[src/rtl/pipeline_ctrl_if.sv]
// Handshake and control bundle between the pipeline datapath and pipeline_ctrl.
// master: the controller (drives latch enables, squashes, PC select, perf counters).
// slave:  the datapath side (drives cache handshakes, hazards, mispredict).
interface pipeline_ctrl_if;
  logic        imem_req;
  logic        imem_resp;
  logic        dmem_req;
  logic        dmem_resp;
  logic        load_use;
  logic        mispredict;
  logic [15:0] redirect_target;
  logic        perf_clr;

  logic        load_pc;
  logic        load_if_id;
  logic        load_id_ex;
  logic        load_ex_mem;
  logic        load_mem_wb;
  logic        squash_if_id;
  logic        squash_id_ex;
  logic        squash_ex_mem;
  logic        pc_sel_redirect;
  logic [15:0] redirect_pc;
  logic [15:0] stall_cycles;
  logic [15:0] squash_count;

  modport master (
    input  imem_req, imem_resp, dmem_req, dmem_resp, load_use, mispredict,
    input  redirect_target, perf_clr,
    output load_pc, load_if_id, load_id_ex, load_ex_mem, load_mem_wb,
    output squash_if_id, squash_id_ex, squash_ex_mem,
    output pc_sel_redirect, redirect_pc, stall_cycles, squash_count
  );

  modport slave (
    output imem_req, imem_resp, dmem_req, dmem_resp, load_use, mispredict,
    output redirect_target, perf_clr,
    input  load_pc, load_if_id, load_id_ex, load_ex_mem, load_mem_wb,
    input  squash_if_id, squash_id_ex, squash_ex_mem,
    input  pc_sel_redirect, redirect_pc, stall_cycles, squash_count
  );
endinterface

[src/rtl/pipeline_ctrl.sv]
// Stall/squash sequencer for the 5-stage LC-3b pipeline.
// Optional perf counters are built when PIPE_CTRL_PERF_EN is defined.
module pipeline_ctrl (
  input  logic            clk,
  input  logic            reset_n,
  pipeline_ctrl_if.master io_pipe
);

  typedef enum logic [1:0] {StBoot, StRun, StDrain} state_e;

  state_e      r_state;
  state_e      w_state_d;
  logic [15:0] r_redirect_pc;
  logic        w_capture;
  logic        w_dstall;
  logic        w_istall;

  logic w_load_pc, w_load_if_id, w_load_id_ex, w_load_ex_mem, w_load_mem_wb;
  logic w_squash_if_id, w_squash_id_ex, w_squash_ex_mem, w_pc_sel;
  logic [15:0] w_redirect_pc;

  assign w_dstall = io_pipe.dmem_req & ~io_pipe.dmem_resp;
  assign w_istall = io_pipe.imem_req & ~io_pipe.imem_resp;

  // Next state and per-cycle latch control, prioritised dstall > mispredict > load_use > istall.
  always_comb begin
    w_state_d       = r_state;
    w_capture       = 1'b0;
    w_load_pc       = 1'b0;
    w_load_if_id    = 1'b0;
    w_load_id_ex    = 1'b0;
    w_load_ex_mem   = 1'b0;
    w_load_mem_wb   = 1'b0;
    w_squash_if_id  = 1'b0;
    w_squash_id_ex  = 1'b0;
    w_squash_ex_mem = 1'b0;
    w_pc_sel        = 1'b0;
    w_redirect_pc   = r_redirect_pc;
    case (r_state)
      StBoot: begin
        {w_load_if_id, w_load_id_ex, w_load_ex_mem, w_load_mem_wb} = 4'hF;
        {w_squash_if_id, w_squash_id_ex, w_squash_ex_mem}          = 3'b111;
        w_state_d = StRun;
      end
      StRun: begin
        if (w_dstall) begin
          // Whole pipe frozen; a pending mispredict is re-presented once MEM completes.
        end else if (io_pipe.mispredict) begin
          {w_load_if_id, w_load_id_ex, w_load_ex_mem, w_load_mem_wb} = 4'hF;
          {w_squash_if_id, w_squash_id_ex, w_squash_ex_mem}          = 3'b111;
          if (w_istall) begin
            w_capture = 1'b1;
            w_state_d = StDrain;
          end else begin
            w_pc_sel      = 1'b1;
            w_load_pc     = 1'b1;
            w_redirect_pc = io_pipe.redirect_target;
          end
        end else if (io_pipe.load_use) begin
          w_load_id_ex   = 1'b1;
          w_squash_id_ex = 1'b1;
          w_load_ex_mem  = 1'b1;
          w_load_mem_wb  = 1'b1;
        end else if (w_istall) begin
          {w_load_if_id, w_load_id_ex, w_load_ex_mem, w_load_mem_wb} = 4'hF;
          w_squash_if_id = 1'b1;
        end else begin
          w_load_pc = 1'b1;
          {w_load_if_id, w_load_id_ex, w_load_ex_mem, w_load_mem_wb} = 4'hF;
        end
      end
      StDrain: begin
        // Older stages are bubbles here, so mispredict is not looked at.
        if (!w_dstall) begin
          {w_load_if_id, w_load_id_ex, w_load_ex_mem, w_load_mem_wb} = 4'hF;
          w_squash_if_id = 1'b1;
          if (io_pipe.imem_resp) begin
            w_pc_sel  = 1'b1;
            w_load_pc = 1'b1;
            w_state_d = StRun;
          end
        end
      end
      default: w_state_d = StBoot;
    endcase
  end

  // State register and the redirect target held across a drain.
  always_ff @(posedge clk or negedge reset_n) begin
    if (!reset_n) begin
      r_state       <= StBoot;
      r_redirect_pc <= 16'h0000;
    end else begin
      r_state <= w_state_d;
      if (w_capture) r_redirect_pc <= io_pipe.redirect_target;
    end
  end

  // Enables and squashes are forced low while reset is held.
  assign io_pipe.load_pc         = reset_n & w_load_pc;
  assign io_pipe.load_if_id      = reset_n & w_load_if_id;
  assign io_pipe.load_id_ex      = reset_n & w_load_id_ex;
  assign io_pipe.load_ex_mem     = reset_n & w_load_ex_mem;
  assign io_pipe.load_mem_wb     = reset_n & w_load_mem_wb;
  assign io_pipe.squash_if_id    = reset_n & w_squash_if_id;
  assign io_pipe.squash_id_ex    = reset_n & w_squash_id_ex;
  assign io_pipe.squash_ex_mem   = reset_n & w_squash_ex_mem;
  assign io_pipe.pc_sel_redirect = reset_n & w_pc_sel;
  assign io_pipe.redirect_pc     = w_redirect_pc;

`ifdef PIPE_CTRL_PERF_EN
  logic [15:0] r_stall_cycles;
  logic [15:0] r_squash_count;
  logic        w_stall_event;
  logic        w_squash_event;

  assign w_stall_event  = (r_state != StBoot) & ~(w_load_pc & w_load_if_id & w_load_id_ex);
  assign w_squash_event = (r_state == StRun) & ~w_dstall & io_pipe.mispredict;

  // Saturating perf counters; clear wins over increment.
  always_ff @(posedge clk or negedge reset_n) begin
    if (!reset_n) begin
      r_stall_cycles <= 16'h0000;
      r_squash_count <= 16'h0000;
    end else if (io_pipe.perf_clr) begin
      r_stall_cycles <= 16'h0000;
      r_squash_count <= 16'h0000;
    end else begin
      if (w_stall_event && r_stall_cycles != 16'hFFFF) r_stall_cycles <= r_stall_cycles + 16'd1;
      if (w_squash_event && r_squash_count != 16'hFFFF) r_squash_count <= r_squash_count + 16'd1;
    end
  end

  assign io_pipe.stall_cycles = r_stall_cycles;
  assign io_pipe.squash_count = r_squash_count;
`else
  logic w_unused_perf_clr;
  assign w_unused_perf_clr    = io_pipe.perf_clr;
  assign io_pipe.stall_cycles = 16'h0000;
  assign io_pipe.squash_count = 16'h0000;
`endif

endmodule

[src/flat_wrapper.sv]
// flat-port wrapper written by rule: the top's interface ports become plain ports
module pipeline_ctrl_flat 
  (clk, reset_n, io_pipe_imem_req, io_pipe_imem_resp, io_pipe_dmem_req, io_pipe_dmem_resp, io_pipe_load_use, io_pipe_mispredict, io_pipe_redirect_target, io_pipe_perf_clr, io_pipe_load_pc, io_pipe_load_if_id, io_pipe_load_id_ex, io_pipe_load_ex_mem, io_pipe_load_mem_wb, io_pipe_squash_if_id, io_pipe_squash_id_ex, io_pipe_squash_ex_mem, io_pipe_pc_sel_redirect, io_pipe_redirect_pc, io_pipe_stall_cycles, io_pipe_squash_count);
  pipeline_ctrl_if io_pipe_i ();
  input  logic clk;
  input  logic reset_n;
  input wire logic [$bits(io_pipe_i.imem_req)-1:0] io_pipe_imem_req;
  input wire logic [$bits(io_pipe_i.imem_resp)-1:0] io_pipe_imem_resp;
  input wire logic [$bits(io_pipe_i.dmem_req)-1:0] io_pipe_dmem_req;
  input wire logic [$bits(io_pipe_i.dmem_resp)-1:0] io_pipe_dmem_resp;
  input wire logic [$bits(io_pipe_i.load_use)-1:0] io_pipe_load_use;
  input wire logic [$bits(io_pipe_i.mispredict)-1:0] io_pipe_mispredict;
  input wire logic [$bits(io_pipe_i.redirect_target)-1:0] io_pipe_redirect_target;
  input wire logic [$bits(io_pipe_i.perf_clr)-1:0] io_pipe_perf_clr;
  output wire logic [$bits(io_pipe_i.load_pc)-1:0] io_pipe_load_pc;
  output wire logic [$bits(io_pipe_i.load_if_id)-1:0] io_pipe_load_if_id;
  output wire logic [$bits(io_pipe_i.load_id_ex)-1:0] io_pipe_load_id_ex;
  output wire logic [$bits(io_pipe_i.load_ex_mem)-1:0] io_pipe_load_ex_mem;
  output wire logic [$bits(io_pipe_i.load_mem_wb)-1:0] io_pipe_load_mem_wb;
  output wire logic [$bits(io_pipe_i.squash_if_id)-1:0] io_pipe_squash_if_id;
  output wire logic [$bits(io_pipe_i.squash_id_ex)-1:0] io_pipe_squash_id_ex;
  output wire logic [$bits(io_pipe_i.squash_ex_mem)-1:0] io_pipe_squash_ex_mem;
  output wire logic [$bits(io_pipe_i.pc_sel_redirect)-1:0] io_pipe_pc_sel_redirect;
  output wire logic [$bits(io_pipe_i.redirect_pc)-1:0] io_pipe_redirect_pc;
  output wire logic [$bits(io_pipe_i.stall_cycles)-1:0] io_pipe_stall_cycles;
  output wire logic [$bits(io_pipe_i.squash_count)-1:0] io_pipe_squash_count;
  assign io_pipe_i.imem_req = io_pipe_imem_req;
  assign io_pipe_i.imem_resp = io_pipe_imem_resp;
  assign io_pipe_i.dmem_req = io_pipe_dmem_req;
  assign io_pipe_i.dmem_resp = io_pipe_dmem_resp;
  assign io_pipe_i.load_use = io_pipe_load_use;
  assign io_pipe_i.mispredict = io_pipe_mispredict;
  assign io_pipe_i.redirect_target = io_pipe_redirect_target;
  assign io_pipe_i.perf_clr = io_pipe_perf_clr;
  assign io_pipe_load_pc = io_pipe_i.load_pc;
  assign io_pipe_load_if_id = io_pipe_i.load_if_id;
  assign io_pipe_load_id_ex = io_pipe_i.load_id_ex;
  assign io_pipe_load_ex_mem = io_pipe_i.load_ex_mem;
  assign io_pipe_load_mem_wb = io_pipe_i.load_mem_wb;
  assign io_pipe_squash_if_id = io_pipe_i.squash_if_id;
  assign io_pipe_squash_id_ex = io_pipe_i.squash_id_ex;
  assign io_pipe_squash_ex_mem = io_pipe_i.squash_ex_mem;
  assign io_pipe_pc_sel_redirect = io_pipe_i.pc_sel_redirect;
  assign io_pipe_redirect_pc = io_pipe_i.redirect_pc;
  assign io_pipe_stall_cycles = io_pipe_i.stall_cycles;
  assign io_pipe_squash_count = io_pipe_i.squash_count;
  pipeline_ctrl u_core (.clk(clk), .reset_n(reset_n), .io_pipe(io_pipe_i));
endmodule
[config.mk]
export PLATFORM = sky130hd
export DESIGN_NAME = pipeline_ctrl_flat
export DESIGN_NICKNAME = d
export VERILOG_FILES = /design/src/rtl/pipeline_ctrl_if.sv /design/src/rtl/pipeline_ctrl.sv /design/src/flat_wrapper.sv
export SDC_FILE = /design/constraint.sdc
export NUM_CORES = 1
export LEC_CHECK = 0
export CORE_MARGIN = 2
export CORE_UTILIZATION = 43
export CTS_BUF_LIST = sky130_fd_sc_hd__clkbuf_8
export DETAILED_ROUTE_END_ITERATION = 8
export PLACE_DENSITY = 0.95
export SLEW_MARGIN = 15
export SYNTH_ARGS = -nofsm -noshare
export SYNTH_HDL_FRONTEND = slang
export SYNTH_SLANG_ARGS = --single-unit
[constraint.sdc]
create_clock -name clk -period 3.8 [get_ports clk]
set_clock_uncertainty 0.05 [all_clocks]
set_input_delay 0.38 -clock clk [delete_from_list [all_inputs] [get_ports clk]]
set_output_delay 0.38 -clock clk [all_outputs]
set_load 0.01 [all_outputs]
Word level (Yosys, flattened, before mapping)

Index checks and enable logic that the tools add are counted.

Word-level logic and storage cells: 64
Register bits after elaboration: 18
Output and inout bits: 57

Reduce and logical (&&, ||, !) cells: 3
Muxes and demuxes: 41
Equal/unequal tests: 7
Bitwise operators: 11

Operators by type and width:

| operator             | number |
|---|---|
| $mux W16             | 4 |
| $mux W1              | 24 |
| $mux W2              | 5 |
| $pmux W1 S2          | 5 |
| $and A1 B1 Y1        | 9 |
| $ne A2 B2 Y1 const B | 4 |
| $pmux W1 S3          | 2 |
| $pmux W2 S3          | 1 |
| $reduce_and A5 Y1    | 1 |
| $eq A2 B1 Y1 const B | 1 |
| $eq A2 B2 Y1 const B | 1 |
| $logic_not A2 Y1     | 1 |
| $ne A2 B1 Y1 const B | 1 |
| $not A1 Y1           | 2 |
| $reduce_or A2 Y1     | 1 |

Depth between registers and ports, before layout

Gate-level depths: netlist of run 1.

Depth in word-level cells: 8
Depth in mapped cells: 6

Worst setup path before layout of run 1

Ideal clock, no wire load.

Kind: flip-flop to output port
From: register u_core.r_state[1]
To: output io_pipe_redirect_pc[10]
Arrival time: 1.457 ns
Stages on the path, launching flop included: 7
Buffers on the path: 2
Slack: 1.913 ns
Cells stage by stage: dfrtp_1 inv_1 ha_1 buf_2 nand4b_4 buf_6 mux2_4

Cells in the longest elaborated chain, start to end: 2

Ends and longest elaborated chain:

| what                     | line                | RTL |
|---|---|---|
| start: declaration       | pipeline_ctrl.sv:11 | `state_e r_state;` |
| start signal: assignment | pipeline_ctrl.sv:91 | `r_state <= StBoot;` |
| start signal: assignment | pipeline_ctrl.sv:94 | `r_state <= w_state_d;` |
| $eq A2 B1 Y1             | pipeline_ctrl.sv:39 | `case (r_state)` |
| $mux W16                 | pipeline_ctrl.sv:39 |  |
| end: declaration         | flat_wrapper.sv:24  | `output wire logic [$bits(io_pipe_i.redirect_pc)-1:0] io_pipe_redirect_pc;` |

Every way passes these cells.

Worst setup path after layout of run 1

From: register u_core.r_state[1]
To: output io_pipe_redirect_pc[13]

The elaborated chain is that of the path after synthesis.

==> results.json, run 1 <==
{
  "wl_um": 2660,
  "synth.top_cell.area_share_pct": 30.7,
  "clk_pin_slew_ns": 0.06,
  "clockRootBuffer": "clkbuf_8",
  "p_per_area_nw_per_um2": 658,
  "yosysTopAreaCell": "dfrtp_1",
  "hold_buffers": 0,
  "vias": 955,
  "ys_types": 28,
  "cpPeakStageDelay_ns": 0.49,
  "cts_tree": "done",
  "cts_sinks": 18,
  "async_flop_share_pct": 100,
  "crit_fanout": 17,
  "layout_commonest_cell": "clkdlybuf4s50_1",
  "stdcell_count": 218,
  "post-route-drc-count": 0,
  "core_um2": 3310,
  "grt_antenna_before_repair": 0,
  "die_h_um": 62.4,
  "postCtsResizedCells": 0,
  "ys_seq_area_share_pct": 30.7,
  "setup_viol_count_final": 0,
  "rows": 21,
  "drv_slew": 0,
  "grt_max_degree": 18,
  "wl_per_cell_um": 12.2,
  "syn_inst": 127,
  "cts_setup_buffers": 0,
  "crit_chain": "inv_1 > ha_1 > nand4b_4 > mux2_4 > clkdlybuf4s50_1",
  "port_buffers": 48,
  "end_kind": "output pin",
  "seq_area_um2": 450,
  "min_period_ns": 2.88,
  "antennaDiodeCount": 0,
  "dr.pass1.iters": 4,
  "multi_input_area_um2": 826,
  "worstSetupPathType": "flop to output pin",
  "track_usage_pct": 14.0,
  "crit_required_ns": 3.37,
  "start_util_pct": 44.3,
  "syn_avg_cell_area_um2": 11.5,
  "grt_pass1_vias": 966,
  "fin_crit_sh_pct": 75.9,
  "htree_levels": 1,
  "via_per_inst": 4.38,
  "max_freq_mhz": 347,
  "area_growth_pct": 28.5,
  "yosys_warnings": 0,
  "dieArea_um2": 3890,
  "holdCritPathClass": "primary input to asynchronous set/reset pin",
  "cts_buffers": 3,
  "grt_overflow": 0,
  "slowest_stage": "clkdlybuf4s50_1",
  "leakage_nw": 0.906,
  "die_w_um": 62.4,
  "postRouteAntennaNets": 0,
  "drt_iter0_drc": 8,
  "cts_buffer_depth": 2,
  "hpwl_um": 2070,
  "grt_setup_unrepaired": "false",
  "worstPathArrival_ns": 2.45,
  "finalNetCount": 202,
  "synth.area.top_cells": "dfrtp_1 31%, mux2_4 19%, buf_4 17%",
  "clkLatencyLatePin_ns": 0.24,
  "mostFrequentLayoutCells": "48 x clkdlybuf4s50_1, 32 x conb_1, 19 x mux2_4",
  "crit_path_start_kind": "flop",
  "num_io_pins": 82,
  "final-hold-violation-count": 0,
  "synth_edf_count": 0,
  "drv_cap": 0,
  "synth_seq_cells": 18,
  "grt_pass1_wl_um": 4450,
  "dp_cells": 214,
  "fillers": 291,
  "place.gp.congestion": 0.692,
  "synth_area_um2": 1470,
  "tns_ns": 0,
  "layout-drive-gt1-share_pct": 23.8,
  "status": "finished clean",
  "ir_worst_vdd_mv": 0.350,
  "synth-main-ff-cell": "dfrtp_1"
}
critical path, delay by kind of cell, from the launching register on:
kind	cells	cell delay, ns
DFF	1	0.40
adders and majority gates	1	0.39
buffers and inverters	2	0.59
muxes	1	0.42
and+or+nand+nor	1	0.40
flip-flops by register name, indices dropped and copies added, names as in the netlist:
| register | cells |
|---|---|
| u_core.r_redirect_pc | 16 |
| u_core.r_state | 2 |
stage by stage:
stage | utilization, % | area, um^2 | worst slack (ns) | total power [mW] | hold slack (ns)
floorplan | - | 1580 | 1.91 | 0.813 | 0.0344
global placement | 55.3 | 1830 | 0.976 | 1.07 | 0.436
detailed placement | 55.3 | 1830 | 0.942 | 1.10 | 0.440
CTS | 56.9 | 1880 | 0.884 | 1.26 | 0.392
global route | 56.9 | 1880 | 0.773 | 1.32 | 0.391
finish | 56.9 | 1880 | 0.917 | 1.24 | 0.389
final timing paths:
check                                   startpoint                       end  slack [ns]  depth (start not counted)
setup reg to reg                 u_core.r_state[1]   u_core.r_redirect_pc[6]        1.89                          4
setup / recovery                 u_core.r_state[1]   io_pipe_redirect_pc[13]        0.92                          5
hold / removal                             reset_n         u_core.r_state[0]        0.39                          1
max in group asynchronous                  reset_n  u_core.r_redirect_pc[14]        2.78                          2
min in group clk           u_core.r_redirect_pc[2]   u_core.r_redirect_pc[2]        0.46                          1
hold reg to reg            u_core.r_redirect_pc[2]   u_core.r_redirect_pc[2]        0.46                          1
report_power, final:
part	internal [mW]	leakage [nW]	switching, mW	total (mW)
Combinational	0.475	0.659	0.276	0.751
Sequential	0.285	0.219	0.0519	0.336
Clock	0.0918	0.0288	0.0599	0.152
Total	0.851	0.906	0.388	1.24
area by class of cell:
| class | instances | area share [%] |
|---|---|---|
| multi-input cells | 99 | 43.8 |
| repair buffers | 49 | 25.9 |
| flip-flops and latches | 18 | 23.9 |
| well taps | 46 | 3.05 |
| clock buffers | 4 | 2.92 |
| inverters | 2 | 0.398 |
cells by family after synthesis:
kind of cell,Yosys count,synth area share [%]
adders and majority gates,4,3.41
buffers and inverters,41,20.9
other,1,0.256
AOI/OAI and AO/OA,15,6.48
DFF,18,30.7
muxes,33,30.1
and+or+nand+nor,15,8.11
synthesized netlist by cell type (all sizes together) (2+ instances only):
cell type,count
buf,39
mux2,32
dfrtp,18
a21oi,7
ha,4
nand2b,3
nor2,3
inv,2
nand2,2
nand3,2
nand4b,2
nor2b,2
o21bai,2
per-layer routing:
metal / track usage (%) / routed length (um)
met1: 16.1 / 1080
met2: 27.3 / 1450
met3: 2.34 / 117
met4: 2.50 / 14
met5: 0 / 0
(Power assumes the default switching activity.)
==> run 2, diff against run 1 <==
--- a/config.mk
+++ b/config.mk
@@ -6,10 +6,10 @@
 export NUM_CORES = 1
 export LEC_CHECK = 0
 export CORE_MARGIN = 2
-export CORE_UTILIZATION = 43
+export CORE_UTILIZATION = 40
 export CTS_BUF_LIST = sky130_fd_sc_hd__clkbuf_8
 export DETAILED_ROUTE_END_ITERATION = 8
-export PLACE_DENSITY = 0.95
+export PLACE_DENSITY = 0.93
 export SLEW_MARGIN = 15
 export SYNTH_ARGS = -nofsm -noshare
 export SYNTH_HDL_FRONTEND = slang
==> constraint.sdc (replaced) <==
create_clock -name clk -period 3 [get_ports clk]
set_clock_uncertainty 0.05 [all_clocks]
set_input_delay 0.3 -clock clk [delete_from_list [all_inputs] [get_ports clk]]
set_output_delay 0.3 -clock clk [all_outputs]
set_load 0.01 [all_outputs]
==> run 2 against run 1 <==
Largest cell class unchanged. Worst hold slack gained 0.065 ns. Clock-buffer cell count down 1. Wire length decreased by 3.5%. Cell area about the same. First-iteration DRC count grew to 7.3 times the previous value. Highest routed layer unchanged. Sequential power is 25% higher. Cell count is 0.46% higher.
==> results.json, run 2 (same netlist as run 1, synthesis figures left out) <==
{
  "grt_overflow": 0,
  "min_period_ns": 2.63,
  "hold_buffers": 0,
  "hold_slack_ns": 0.454,
  "area_growth_pct": 28.6,
  "dr.pass1.iters": 4,
  "core_um2": 3420,
  "slowest_stage": "clkdlybuf4s50_1",
  "end_kind": "output pin",
  "p_total_mw": 1.54,
  "postCtsResizedCells": 0,
  "port_buffers": 48,
  "final-hold-violation-count": 0,
  "worstSetupPathType": "primary input to output pin",
  "fin_crit_sh_pct": 87.5,
  "crit_fanout": 17,
  "die_h_um": 64.5,
  "num_io_pins": 82,
  "crit_path_start_kind": "primary input",
  "crit_required_ns": 2.65,
  "grt_pass1_wl_um": 4110,
  "cp_top_family": "buffers and inverters",
  "largest_register_ffs": 16,
  "die_w_um": 64.5,
  "setup_viol_count_final": 0,
  "layout_commonest_cell": "clkdlybuf4s50_1",
  "largestRegisters": "u_core.r_redirect_pc (16), u_core.r_state (2)",
  "cts_sinks": 18,
  "place.gp.congestion": 0.834,
  "cts_setup_buffers": 0,
  "largest_register": "u_core.r_redirect_pc",
  "wl_per_cell_um": 11.7,
  "postRouteAntennaNets": 0,
  "via_per_inst": 4.43,
  "leakage_nw": 0.909,
  "grt_pass1_vias": 904,
  "dieArea_um2": 4170,
  "cpMostUsedCell": "clkdlybuf4s50_1",
  "rows": 21,
  "start_util_pct": 42.9,
  "place_area_um2": 1840,
  "layout-drive-gt1-share_pct": 24.3,
  "finalNetCount": 204,
  "drt_iter0_drc": 58,
  "clk_pin_slew_ns": 0.06,
  "fillers": 327,
  "grt_max_degree": 19,
  "htree_levels": 1,
  "clockRootBuffer": "clkbuf_8",
  "cts_tree": "done",
  "drv_cap": 0,
  "rrSetupSlack_ns": 1.15,
  "hpwl_um": 2000,
  "mostFrequentLayoutCells": "48 x clkdlybuf4s50_1, 32 x conb_1, 19 x mux2_4",
  "worst-path-buf-inv": 2,
  "post-route-drc-count": 0,
  "crit_chain": "clkdlybuf4s50_1 > nor2b_2 > nand4b_4 > mux2_2 > clkdlybuf4s50_1",
  "drv_slew": 0,
  "holdCritPathClass": "flop to flop",
  "wl_um": 2570,
  "max_freq_mhz": 381,
  "cpPeakStageDelay_ns": 0.48,
  "vias": 970,
  "final_area_um2": 1890,
  "grt_setup_unrepaired": "false",
  "grt_antenna_before_repair": 0,
  "tns_ns": 0,
  "p_per_area_nw_per_um2": 818,
  "clkLatencyLatePin_ns": 0.24,
  "worstPathArrival_ns": 2.28,
  "status": "finished clean",
  "ir_worst_vdd_mv": 0.407,
  "cts_buffer_depth": 2,
  "track_usage_pct": 12.5,
  "cts_buffers": 3,
  "antennaDiodeCount": 0
}
## run 2: cell count changes in the layout (fill, tap and decap cells not counted), sizes merged
cell,previous run,this run
buf,1,3
clkbuf,4,3
## run 2: metal layers
layer | vias up | track usage, % | wire length, um
met5 | - | 0 | 0
met4 | 0 | 4.26 | 42
met3 | 4 | 3.30 | 150
met2 | 39 | 22.1 | 1320
met1 | 461 | 14.7 | 1050
li1 | 466 | - | -
## run 2: power breakdown
part / internal, mW / switching (mW)
registers: 0.360 / 0.0591
logic: 0.610 / 0.350
clock network: 0.0890 / 0.0742
## run 2: worst reg2reg max path: stages, from the launching register on
cell and delay (ns):
dfrtp_1 0.40, inv_1 0.10, ha_1 0.23, buf_4 0.18, nand4_4 0.34, mux2_4 0.43
## run 2: stage by stage
step | setup WS, ns | utilization, % | instances
finish | 0.374 | 55.2 | 219
floorplan | 1.19 | - | 158
detailed placement | 0.362 | 54.0 | 216
global placement | 0.362 | 54.0 | 216
global route | 0.255 | 55.2 | 219
CTS | 0.356 | 55.2 | 219
## run 2: final timing paths
check | startpoint | end | cells past startpoint
setup reg to reg | u_core.r_state[1] | u_core.r_redirect_pc[11] | 5
hold / removal | u_core.r_redirect_pc[0] | u_core.r_redirect_pc[0] | 1
min in group asynchronous | reset_n | u_core.r_redirect_pc[15] | 2
setup / recovery | io_pipe_imem_req | io_pipe_redirect_pc[0] | 5
max in group asynchronous | reset_n | u_core.r_redirect_pc[8] | 2
hold reg to reg | u_core.r_redirect_pc[0] | u_core.r_redirect_pc[0] | 1
## run 2: layout make-up
type / instances / area, um^2 / area share [%]
multi-input cells: 99 / 826 / 43.8
inverters: 2 / 7.51 / 0.398
flip-flops and latches: 18 / 450 / 23.9
repair buffers: 51 / 503 / 26.7
well taps: 46 / 57.6 / 3.05
clock buffers: 3 / 41.3 / 2.19
